<file path="config.mk">
export PLATFORM = sky130hd
export DESIGN_NAME = motor_ramp_driver
export DESIGN_NICKNAME = d
export VERILOG_FILES = /design/src/rtl/motor_ramp_driver_pkg.sv /design/src/rtl/motor_ramp_driver_timebase.sv /design/src/rtl/motor_ramp_driver.sv
export SDC_FILE = /design/constraint.sdc
export NUM_CORES = 1
export LEC_CHECK = 0
export BUFFER_PORTS_ARGS = -buffer_cell sky130_fd_sc_hd__clkbuf_2
export CORE_ASPECT_RATIO = 0.5
export CORE_UTILIZATION = 45
export DETAILED_ROUTE_END_ITERATION = 8
export PLACE_DENSITY = 0.71
export SLEW_MARGIN = 25
export SYNTH_ARGS = -nofsm -noshare
export SYNTH_HDL_FRONTEND = slang
export SYNTH_SLANG_ARGS = --single-unit
export TNS_END_PERCENT = 100
</file>
<file path="constraint.sdc">
create_clock -name clk -period 3.52 [get_ports clk]
set_input_delay 0.176 -clock clk [delete_from_list [all_inputs] [get_ports clk]]
set_output_delay 0.176 -clock clk [all_outputs]
set_load 0.01 [all_outputs]
</file>
<file path="src/rtl/motor_ramp_driver_pkg.sv">
// -----------------------------------------------------------------------------
// motor_ramp_driver_pkg
// Shared definitions for the per-motor H-bridge output stage: default
// parameter values, FSM state encoding, the hb_out bit layout and a small
// counter-width helper.
// -----------------------------------------------------------------------------
package motor_ramp_driver_pkg;

   // Default configuration values used when the slave does not override them.
   localparam int DUTY_CYCLE_SIZE      = 8;
   localparam int PWM_PRESCALE         = 4;
   localparam int DEF_RAMP_STEP        = 1;
   localparam int DEF_DEADTIME_PERIODS = 4;

   typedef enum logic [1:0] {
      MRD_IDLE = 2'd0,
      MRD_RUN  = 2'd1,
      MRD_DEAD = 2'd2
   } mrd_state_t;

   // Bit layout of hb_out: [3]=busy, [2]=PWM enable, [1]=IN2, [0]=IN1.
   typedef struct packed {
      logic busy;
      logic pwm_en;
      logic in2;
      logic in1;
   } hb_bits_t;

   // Width of a counter that must hold values 0..max_val (never below 1 bit).
   function automatic int cnt_width(input int max_val);
      int w;
      w = $clog2(max_val + 1);
      return (w > 1) ? w : 1;
   endfunction

endpackage

</file>
<file path="src/rtl/motor_ramp_driver_timebase.sv">
// -----------------------------------------------------------------------------
// pwm_timebase
// Prescaler plus PWM period counter. The prescaler divides clk down to PWM
// ticks; pwm_cnt advances once per tick and wraps every 2^DUTY_W ticks.
//
// Ports:
//   clk       in   system clock
//   reset     in   synchronous, active-high reset
//   tick      out  high on the last clk of each prescaler cycle
//   boundary  out  tick on the last count of a PWM period
//   pwm_cnt   out  current position inside the PWM period
// -----------------------------------------------------------------------------
module pwm_timebase
   import motor_ramp_driver_pkg::*;
#(
   parameter int DUTY_W   = DUTY_CYCLE_SIZE,
   parameter int PRESCALE = PWM_PRESCALE
) (
   input  logic              clk,
   input  logic              reset,
   output logic              tick,
   output logic              boundary,
   output logic [DUTY_W-1:0] pwm_cnt
);

   localparam int               PRE_W   = cnt_width(PRESCALE - 1);
   localparam logic [PRE_W-1:0] PRE_MAX = PRE_W'(PRESCALE - 1);

   logic [PRE_W-1:0] prescaler;

   always_comb begin
      tick     = (prescaler == PRE_MAX);
      boundary = tick && (pwm_cnt == '1);
   end

   always_ff @(posedge clk) begin
      // NOTE: sequential state uses non-blocking assignments so every register
      // in the design updates from values sampled before the same clock edge.
      if (reset) begin
         prescaler <= '0;
         pwm_cnt   <= '0;
      end else if (tick) begin
         prescaler <= '0;
         pwm_cnt   <= pwm_cnt + DUTY_W'(1);
      end else begin
         prescaler <= prescaler + PRE_W'(1);
      end
   end

endmodule

</file>
<file path="src/rtl/motor_ramp_driver.sv">
// -----------------------------------------------------------------------------
// motor_ramp_driver
// Output stage for one motor. Turns the on/dir/duty register fields into the
// 4-bit H-bridge GPIO group, with a period-aligned glitch-free PWM, a
// slew-limited duty ramp and a coast dead-time before any direction reversal.
//
// Ports:
//   clk           in   system clock
//   reset         in   synchronous, active-high reset
//   on            in   motor enable
//   dir           in   requested direction (0 = forward, 1 = reverse)
//   duty          in   requested duty cycle
//   hb_out        out  [0]=IN1, [1]=IN2, [2]=PWM enable, [3]=busy
//   duty_applied  out  duty currently being generated
//   period_start  out  one-clk pulse on the first clk of each PWM period
// -----------------------------------------------------------------------------
module motor_ramp_driver
   import motor_ramp_driver_pkg::*;
#(
   parameter int DUTY_W           = DUTY_CYCLE_SIZE,
   parameter int PRESCALE         = PWM_PRESCALE,
   parameter int RAMP_STEP        = DEF_RAMP_STEP,
   parameter int DEADTIME_PERIODS = DEF_DEADTIME_PERIODS
) (
   input  logic              clk,
   input  logic              reset,
   input  logic              on,
   input  logic              dir,
   input  logic [DUTY_W-1:0] duty,
   output logic [3:0]        hb_out,
   output logic [DUTY_W-1:0] duty_applied,
   output logic              period_start
);

   localparam int              DEAD_W   = cnt_width(DEADTIME_PERIODS - 1);
   localparam logic [DUTY_W:0] STEP_X   = (DUTY_W + 1)'(RAMP_STEP);
   localparam logic [DEAD_W-1:0] DEAD_LOAD = DEAD_W'(DEADTIME_PERIODS - 1);

   mrd_state_t        state, state_nxt;
   logic              cur_dir, cur_dir_nxt;
   logic [DUTY_W-1:0] applied_nxt;
   logic [DUTY_W-1:0] target, target_nxt;
   logic [DEAD_W-1:0] dead_cnt, dead_cnt_nxt;
   hb_bits_t          hb_q, hb_nxt;

   logic              tick_unused;
   logic              boundary;
   logic [DUTY_W-1:0] pwm_cnt;

   logic [DUTY_W-1:0] live_target;
   logic [DUTY_W:0]   ramp_up, ramp_dn;
   logic [DUTY_W-1:0] ramped;
   logic [DUTY_W-1:0] start_duty;

   // The tick output serves other consumers of the timebase; this stage only
   // acts on period boundaries.
   pwm_timebase #(
      .DUTY_W   (DUTY_W),
      .PRESCALE (PRESCALE)
   ) u_timebase (
      .clk      (clk),
      .reset    (reset),
      .tick     (tick_unused),
      .boundary (boundary),
      .pwm_cnt  (pwm_cnt)
   );

   // Ramp arithmetic runs one bit wider so the step can never wrap; results
   // are clamped to the target so a ramp never overshoots.
   always_comb begin
      live_target = (on && (dir == cur_dir)) ? duty : '0;
      ramp_up     = {1'b0, duty_applied} + STEP_X;
      ramp_dn     = {1'b0, duty_applied} - STEP_X;
      if (duty_applied < live_target) begin
         ramped = (ramp_up > {1'b0, live_target}) ? live_target
                                                   : ramp_up[DUTY_W-1:0];
      end else begin
         // ramp_dn[DUTY_W] set means the subtraction borrowed past zero.
         ramped = (ramp_dn[DUTY_W] || (ramp_dn[DUTY_W-1:0] < live_target))
                  ? live_target : ramp_dn[DUTY_W-1:0];
      end
      start_duty = (STEP_X > {1'b0, duty}) ? duty : STEP_X[DUTY_W-1:0];
   end

   // Next-state logic: every decision is taken at a period boundary only, so
   // the PWM width never changes in the middle of a period.
   always_comb begin
      // NOTE: every signal gets a default first so no path through the
      // branches below leaves it unassigned and infers a latch.
      state_nxt    = state;
      cur_dir_nxt  = cur_dir;
      applied_nxt  = duty_applied;
      target_nxt   = target;
      dead_cnt_nxt = dead_cnt;

      if (boundary) begin
         unique case (state)
            MRD_IDLE: begin
               if (on && (duty != '0)) begin
                  state_nxt   = MRD_RUN;
                  cur_dir_nxt = dir;
                  applied_nxt = start_duty;
                  target_nxt  = duty;
               end
            end
            MRD_RUN: begin
               if ((duty_applied == '0) && (live_target == '0)) begin
                  state_nxt    = MRD_DEAD;
                  dead_cnt_nxt = DEAD_LOAD;
                  target_nxt   = '0;
               end else begin
                  applied_nxt = ramped;
                  target_nxt  = live_target;
               end
            end
            MRD_DEAD: begin
               if (dead_cnt == '0) begin
                  state_nxt = MRD_IDLE;
               end else begin
                  dead_cnt_nxt = dead_cnt - DEAD_W'(1);
               end
            end
            default: state_nxt = MRD_IDLE;
         endcase
      end
   end

   // Bridge outputs derive from the current state and are registered, so they
   // trail the state register by one clk. IN1/IN2 are decoded from a single
   // cur_dir bit and therefore can never be high together.
   always_comb begin
      hb_nxt.in1    = (state == MRD_RUN) && cur_dir;
      hb_nxt.in2    = (state == MRD_RUN) && !cur_dir;
      hb_nxt.pwm_en = (state == MRD_RUN) && (pwm_cnt < duty_applied);
      hb_nxt.busy   = (state == MRD_DEAD) ||
                      ((state == MRD_RUN) && (duty_applied != target));
   end

   // Reset forces coast at once; any pending dead-time is abandoned.
   always_ff @(posedge clk) begin
      if (reset) begin
         state        <= MRD_IDLE;
         cur_dir      <= 1'b0;
         duty_applied <= '0;
         target       <= '0;
         dead_cnt     <= '0;
         hb_q         <= '0;
         period_start <= 1'b0;
      end else begin
         state        <= state_nxt;
         cur_dir      <= cur_dir_nxt;
         duty_applied <= applied_nxt;
         target       <= target_nxt;
         dead_cnt     <= dead_cnt_nxt;
         hb_q         <= hb_nxt;
         period_start <= boundary;
      end
   end

   assign hb_out = hb_q;

endmodule

</file>
==> flow_metrics.py, run 1 <==
metrics = {
    "status": {
        "status": "finished, final reports clean",
    },
    "floorplan": {
        "dieWidth_um": 115,
        "coreArea_mm2": 0.00611,
        "io_pins": 25,
        "start_util": 0.469,
        "chipHeight_um": 58.4,
        "die_area_mm2": 0.00671,
        "rows": 20,
    },
    "yosys": {
        "syn_nets": 381,
        "synth_common_cells": "36 x dfxtp_1, 36 x ha_1",
        "seq_area_frac_synth": 0.252,
        "syn_avg_cell_area_um2": 8.60,
        "ys_ff_latch": 36,
        "synth_area_leaders": "dfxtp_1 25%, ha_1 16%, xnor2_1 5.8%",
        "yosysWarnings": 0,
        "yosysTopAreaCellShare": 0.252,
        "synth_edf_count": 0,
        "yosysTopAreaCell": "dfxtp_1",
        "ys_async_sr_fraction": 0,
        "syn_area_mm2": 0.00286,
        "synthCells": 333,
        "synth_ff_type": "dfxtp_1",
        "synth.distinct_cells": 58,
    },
    "critical_path": {
        "crit_fanout": 8,
        "cp_data_required_time_ns": 3.69,
        "end_kind": "flip-flop",
        "cp-start-kind": "flip-flop",
        "critPathKind": "reg -> reg",
        "cp_data_arrival_time_ns": 3.44,
    },
    "sta": {
        "finalSetupTns_ns": 0,
        "setup_viol": 0,
        "final_max_slew_viol_count": 0,
        "timing.hold.ws_ns": 0.157,
        "worstMarginPinSlew_ns": 0.687,
        "period_share": 0.929,
        "finClkSkew_ns": 0.00655,
        "relSlewSlack": 0.538,
        "period_minus_slack_ns": 3.27,
        "max_freq_mhz": 306,
        "hold_viol_final": 0,
    },
    "routing": {
        "vias": 2605,
        "drc": 0,
        "ant_nets": 0,
        "dr.pass1.iters": 4,
        "drt_iter0_drc": 167,
        "vias_per_cell": 5.81,
        "wl_per_cell_um": 16.7,
        "wirelength_mm": 7.50,
    },
    "clock_network": {
        "htree_levels": 2,
        "cts-root-buf": "clkbuf_16",
        "cts.clk_slew.worst_paths_ns": 0.06,
        "cts_tree": "yes",
        "clock_path_buffers": 2,
        "cts_buffers": 5,
        "numClockSinks": 36,
        "cts_setup_buffers": 0,
        "clk_latency_ns": 0.28,
    },
    "global_route": {
        "top_usage_layer": "met2",
        "grt_pass1_vias": 2423,
        "overflow": 0,
        "grt_use_met1": 0.315,
        "grt_usage": 0.233,
        "gr-usage-met2": 0.377,
        "antenna_found_initial": 0,
        "grt_max_degree": 29,
        "grt_pass1_wl_mm": 11.9,
        "grt_use_met3": 0.0536,
    },
    "cells_and_area": {
        "final_cell_count_no_fill": 448,
        "regArea_um2": 721,
        "nFillCells": 582,
        "n_antenna_cell": 0,
        "area_delta_synth_final_pct": 14.0,
        "drive_above_1_share": 0.164,
        "multi_input_area_mm2": 0.00202,
        "final_nets": 407,
        "fin_util": 0.535,
    },
    "placed_design": {
        "dp_hpwl_mm": 5.88,
        "numPlacedInstances": 440,
        "routabilityCongestion": 0.941,
        "io_buffers": 24,
    },
    "run": {
        "maxCapViolations": 0,
    },
    "power": {
        "power.leakage_uw": 0.00129,
        "power.density_mw_per_mm2": 314,
        "peakVddDrop_v": 0.000258,
    },
    "hold_path": {
        "hold_class": "in -> reg",
    },
}
## layer usage
layer / vias up / wire (um)
met1: 1242 / 3590
met4: 0 / 68
met5: - / 0
met2: 83 / 3240
li1: 1274 / -
met3: 6 / 605
## what timing repair did
action,4_1_cts,5_1_grt
endpoints found under the setup margin,0,4
gates resized for setup,0,1
hold buffers,0,0
hold endpoints to repair,0,0
## cells by family (layout without fill, tap and decap cells)
kind of cell / after synthesis / count (layout) / share of synthesized area
compound gates: 88 / 88 / 0.228
xor+xnor: 26 / 26 / 0.0821
fa+ha+maj: 36 / 36 / 0.157
buf+inv: 32 / 59 / 0.0454
flops: 36 / 36 / 0.252
mux: 9 / 9 / 0.0328
simple gates: 106 / 106 / 0.203
## registers in the layout (all words and copies together) (netlist names)
signal and count:
state 2, hb_out 4, duty_applied 8, period_start 1
target 8, u_timebase.pwm_cnt 8, u_timebase.prescaler 2, dead_cnt 2
cur_dir 1
## stage by stage
step	power [uW]	setup WS, ns	area [um2]
final	1020	0.252	3260
after global routing	1050	-0.0231	3260
after CTS	1030	0.180	3260
after detailed placement	510	0.218	3090
after global placement	507	0.340	3090
after floorplan	482	0.372	2860
## power by group
part           switching [uW]  internal [uW]
clock network             185            337
registers                2.60            411
logic                    53.0           35.8
total                     240            784
## critical path: stages, from the launching register on
cell and delay, ns:
dfxtp_1 0.52, inv_1 0.19, nor3_2 0.23, nor4b_1 0.35, xnor2_1 0.21, ha_1 0.30, a21oi_1 0.15, a41oi_1 0.08
nor3_2 0.45, mux2_2 0.39, a221o_1 0.30
## placed cells by master (no fill, tap or decap), drive strengths merged, types with 3 or more instances in the layout
cell type  count
and3          10
a211o          4
o21ai         20
or3            5
nand2         18
a21oi         21
and2           5
nand4          8
nor2          19
nand3         17
buf            6
inv           21
ha            36
a32oi          3
nor4           3
o211ai         4
nor2b          3
a21o          12
dfxtp         36
mux2           3
or2            3
nor3           6
clkbuf        29
a211oi         6
a221o          4
mux2i          6
xnor2         20
xor2           6
nor3b          3
a22oi          3
## final cells by class
cell class	instances	area share
clock buffer	5	0.0383
sequential	36	0.221
multi-input combinational	265	0.618
tap	88	0.0337
timing repair buffer	30	0.0506
inverter	21	0.0241
clock inverter	3	0.0142
## path summary, 6_finish.rpt
kind	start	to	slack, ns	cells after the start
max	duty_applied[0]	duty_applied[2]	0.25	10
min reg2reg	u_timebase.prescaler[0]	u_timebase.prescaler[0]	0.45	1
min	duty[7]	target[7]	0.16	3
max reg2reg	duty_applied[0]	duty_applied[2]	0.25	10
No activity file was read; power rests on OpenSTA's default activity.
==> run 2: changes to the inputs <==
Settings changed: PLACE_DENSITY 0.71 to default.
==> flow_metrics.py, run 2 (synthesis results as in run 1) <==
metrics = {
    "sta": {
        "period_minus_slack_ns": 3.22,
        "grt_setup_unrepaired": "false",
        "finClkSkew_ns": 0.00589,
        "worstMarginPinSlew_ns": 0.853,
        "max_freq_mhz": 310,
        "period_share": 0.916,
        "hold_viol_final": 0,
        "setup_viol": 0,
        "relSlewSlack": 0.432,
        "fin_ws_ns": 0.295,
        "finalSetupTns_ns": 0,
        "final_max_slew_viol_count": 0,
    },
    "routing": {
        "wl_per_cell_um": 17.3,
        "dr.pass1.iters": 4,
        "vias": 2619,
        "drc": 0,
        "drt_iter0_drc": 120,
        "vias_per_cell": 5.82,
        "ant_nets": 0,
        "wirelength_mm": 7.80,
    },
    "hold_path": {
        "hold_class": "in -> reg",
        "min_path_cells": 3,
        "hold_end": "target[4]",
        "hold_path_startpoint": "duty[4]",
    },
    "global_route": {
        "grt_pass1_wl_mm": 12.5,
        "grt_max_degree": 29,
        "grt_usage": 0.246,
        "grt_pass1_vias": 2493,
        "overflow": 0,
        "antenna_found_initial": 0,
    },
    "critical_path": {
        "rr_worst_depth": 11,
        "critPathKind": "reg -> reg",
        "critical_path.slowest_cell": "dfxtp_1",
        "critPathMostFrequentCell": "nor3_2",
        "cp_data_arrival_time_ns": 3.38,
        "crit_family": "simple AND/OR/NAND/NOR gates",
        "reg2reg_from": "duty_applied[1]",
        "cp_data_required_time_ns": 3.68,
        "max_stage_delay_ns": 0.50,
        "end_kind": "flip-flop",
        "reg2reg_slack_ns": 0.30,
        "path_buf_inv": 2,
        "crit_fanout": 7,
        "r2r-end": "duty_applied[2]",
        "cp-start-kind": "flip-flop",
        "crit_path_cell_trace": "inv_1, nor3_2, xnor2_1, ha_1, nand3_1, nor3b_2, a41oi_1, nor3_2, buf_4, mux2_2, a221o_1",
    },
    "cells_and_area": {
        "mostFrequentLayoutCells": "36 x ha_1, 36 x dfxtp_1, 24 x clkbuf_2",
        "drive_above_1_share": 0.171,
        "final_nets": 409,
        "n_antenna_cell": 0,
        "area_delta_synth_final_pct": 14.6,
        "nFillCells": 596,
        "top_regs": "duty_applied x8, target x8, u_timebase.pwm_cnt x8",
        "fin_util": 0.538,
    },
    "placed_design": {
        "pre_cts_ws_ns": 0.234,
        "routabilityCongestion": 0.929,
        "dp_hpwl_mm": 6.24,
        "io_buffers": 24,
    },
    "clock_network": {
        "cts_buffers": 5,
        "cts-root-buf": "clkbuf_16",
        "cts.clk_slew.worst_paths_ns": 0.05,
        "hold_buffers": 0,
        "cts_tree": "yes",
        "cts_setup_buffers": 0,
        "htree_levels": 2,
        "clk_latency_ns": 0.28,
        "numClockSinks": 36,
        "clock_path_buffers": 2,
    },
    "run": {
        "maxCapViolations": 0,
    },
    "status": {
        "status": "finished, final reports clean",
    },
    "power": {
        "power.density_mw_per_mm2": 309,
        "peakVddDrop_v": 0.000242,
        "power.leakage_uw": 0.00130,
    },
    "floorplan": {
        "rows": 20,
        "chipHeight_um": 58.4,
        "dieWidth_um": 115,
        "die_area_mm2": 0.00671,
        "io_pins": 25,
        "start_util": 0.469,
        "coreArea_mm2": 0.00611,
    },
}
[run 2: cell count changes in the layout (fill, tap and decap cells not counted), sizes merged]
cell / previous run / this run
clkinv: 1 / 2
buf: 6 / 8
inv: 21 / 20
[run 2: power by group]
part / total (uW) / internal, uW / switching [uW]
logic: 91.8 / 38.1 / 53.7
clock network: 508 / 332 / 176
registers: 414 / 412 / 2.88
total: 1010 / 782 / 233
[run 2: cell type report]
class	count	area (um2)	share of cell area
clock buffers	5	125	0.0381
clock inverters	3	42.5	0.0130
inverters	21	78.8	0.0240
multi-input cells	265	2030	0.617
flip-flops and latches	36	721	0.220
well taps	88	110	0.0335
repair buffers	32	180	0.0549
[run 2: metal layers]
layer,GRT usage,part of all wire
met5,0,0
met4,0.0390,0.0064
met3,0.0433,0.037
met2,0.387,0.43
met1,0.359,0.53
[run 2: worst max path at each step]
| stage | start | cells after the start | to |
|---|---|---|---|
| detailed placement | duty_applied[1] | 11 | duty_applied[2] |
| global placement | duty_applied[1] | 11 | duty_applied[2] |
| global route | duty_applied[1] | 11 | duty_applied[2] |
| finish | duty_applied[1] | 11 | duty_applied[2] |
| floorplan | duty_applied[2] | 11 | duty_applied[2] |
| CTS | duty_applied[1] | 11 | duty_applied[2] |
[run 2: stage by stage]
| step | cell area, um2 | hold slack (ns) | power (uW) | cells |
|---|---|---|---|---|
| 6_report | 3280 | 0.171 | 1010 | 450 |
| 5_1_grt | 3280 | 0.184 | 1050 | 450 |
| 2_1_floorplan | 2860 | 0.323 | 482 | 333 |
| 3_5_place_dp | 3100 | 0.419 | 512 | 442 |
| 4_1_cts | 3270 | 0.159 | 1020 | 450 |
| 3_3_place_gp | 3100 | 0.412 | 511 | 442 |
[run 2: worst min-delay path, cell delays in order]
cell and delay, ns:
clkbuf_2 0.10, nand3_1 0.06, a21oi_1 0.06
[run 2: repair_timing]
action / CTS / global route
gates resized for setup: 0 / 4
setup endpoints to repair: 0 / 4
hold endpoints to repair: 0 / 0
==> run 3: changes to the inputs <==
Settings changed: CTS_BUF_LIST from default to sky130_fd_sc_hd__clkbuf_4.
==> flow_metrics.py, run 3 (synthesis results as in run 1) <==
metrics = {
    "floorplan": {
        "chipHeight_um": 58.4,
        "coreArea_mm2": 0.00611,
        "rows": 20,
        "dieWidth_um": 115,
        "start_util": 0.469,
        "die_area_mm2": 0.00671,
        "io_pins": 25,
    },
    "critical_path": {
        "rr_worst_depth": 11,
        "reg2reg_slack_ns": 0.28,
        "cp_data_arrival_time_ns": 3.48,
        "cp-endpoint": "duty_applied[2]",
        "critPathKind": "reg -> reg",
        "end_kind": "flip-flop",
        "startpoint": "duty_applied[1]",
        "crit_path_cell_trace": "inv_1, nor3_2, xnor2_1, ha_1, nand3_1, nor3b_2, a41oi_1, nor3_2, buf_4, mux2_2, a221o_1",
        "crit_family": "simple AND/OR/NAND/NOR gates",
        "critical_path.slowest_cell": "dfxtp_1",
        "path_depth": 11,
        "cp-start-kind": "flip-flop",
        "max_stage_delay_ns": 0.52,
        "r2r-end": "duty_applied[2]",
        "path_buf_inv": 2,
        "critPathMostFrequentCell": "nor3_2",
        "crit_fanout": 7,
        "reg2reg_from": "duty_applied[1]",
        "cp_data_required_time_ns": 3.76,
    },
    "routing": {
        "wirelength_mm": 7.76,
        "ant_nets": 0,
        "vias": 2605,
        "vias_per_cell": 5.79,
        "drt_iter0_drc": 166,
        "wl_per_cell_um": 17.2,
        "drc": 0,
        "dr.pass1.iters": 6,
    },
    "cells_and_area": {
        "design_area_mm2": 0.00319,
        "mostFrequentLayoutCells": "36 x ha_1, 36 x dfxtp_1, 24 x clkbuf_2",
        "fin_util": 0.522,
        "multi_input_area_mm2": 0.00202,
        "regArea_um2": 721,
        "final_nets": 409,
        "nFillCells": 614,
        "drive_above_1_share": 0.169,
        "top_regs": "duty_applied x8, target x8, u_timebase.pwm_cnt x8",
        "area_delta_synth_final_pct": 11.4,
        "n_antenna_cell": 0,
    },
    "global_route": {
        "grt_pass1_wl_mm": 12.5,
        "top_usage_layer": "met2",
        "overflow": 0,
        "grt_max_degree": 29,
        "grt_usage": 0.245,
        "grt_pass1_vias": 2490,
        "grt_use_met3": 0.0340,
        "antenna_found_initial": 0,
        "grt_use_met1": 0.361,
        "gr-usage-met2": 0.383,
    },
    "hold_path": {
        "hold_class": "in -> reg",
        "min_path_cells": 3,
    },
    "sta": {
        "hold_viol_final": 0,
        "period_minus_slack_ns": 3.24,
        "finalSetupTns_ns": 0,
        "period_share": 0.921,
        "final_max_slew_viol_count": 0,
        "max_freq_mhz": 308,
        "setup_viol": 0,
        "timing.hold.ws_ns": 0.0820,
        "finClkSkew_ns": 0.0192,
        "grt_setup_unrepaired": "false",
        "relSlewSlack": 0.450,
        "worstMarginPinSlew_ns": 0.826,
    },
    "placed_design": {
        "routabilityCongestion": 0.929,
        "placed_cell_area_mm2": 0.00310,
        "dp_hpwl_mm": 6.24,
        "io_buffers": 24,
    },
    "clock_network": {
        "clk_latency_ns": 0.36,
        "cts-root-buf": "clkbuf_4",
        "clock_path_buffers": 2,
        "numClockSinks": 36,
        "htree_levels": 2,
        "cts_buffers": 5,
        "cts_tree": "yes",
        "cts.clk_slew.worst_paths_ns": 0.13,
    },
    "power": {
        "power.density_mw_per_mm2": 254,
        "power.leakage_uw": 0.00126,
        "peakVddDrop_v": 0.000164,
    },
    "run": {
        "maxCapViolations": 0,
    },
    "status": {
        "status": "finished, final reports clean",
    },
}
[run 3: cell counts in the layout (fill, tap and decap cells not counted)]
No cell type changed its count.
[run 3: worst min path at each step]
stage / from / endpoint
floorplan: dir / cur_dir
global placement: u_timebase.prescaler[0] / u_timebase.prescaler[0]
global route: duty[6] / target[6]
detailed placement: u_timebase.prescaler[0] / u_timebase.prescaler[0]
finish: duty[6] / target[6]
CTS: duty[6] / target[6]
[run 3: worst register-to-register path: stages (launching register included)]
cell and delay (ns):
dfxtp_1 0.52, inv_1 0.18, nor3_2 0.28, xnor2_1 0.17
ha_1 0.33, nand3_1 0.14, nor3b_2 0.25, a41oi_1 0.20
nor3_2 0.24, buf_4 0.17, mux2_2 0.34, a221o_1 0.31
[run 3: cell type report]
cell class	instances	area share
flip-flops and latches	36	0.226
repair buffers	32	0.0565
clock buffers	5	0.0118
well taps	88	0.0345
multi-input cells	265	0.633
inverters	21	0.0247
clock inverters	3	0.0133
[run 3: where the power goes]
group / switching [uW] / internal (uW)
Clock: 155 / 148
Combinational: 53.6 / 38.0
Sequential: 2.92 / 411
[run 3: metal layers]
layer / share of wire / up-vias
li1: - / 1282
met5: 0 / -
met2: 0.42 / 53
met1: 0.53 / 1266
met4: 0.0048 / 0
met3: 0.043 / 4
[run 3: per-stage QoR]
| step | worst slack, ns | instances | total power [uW] |
|---|---|---|---|
| floorplan | 0.372 | 333 | 482 |
| CTS | 0.212 | 450 | 813 |
| detailed placement | 0.234 | 442 | 512 |
| global route | 0.0770 | 450 | 840 |
| finish | 0.278 | 450 | 809 |
| global placement | 0.293 | 442 | 511 |
[run 3: what timing repair did]
action,in CTS,in global routing
buffers inserted,0,0
setup endpoints to repair,0,4
hold buffers,0,0
resized for setup,0,3
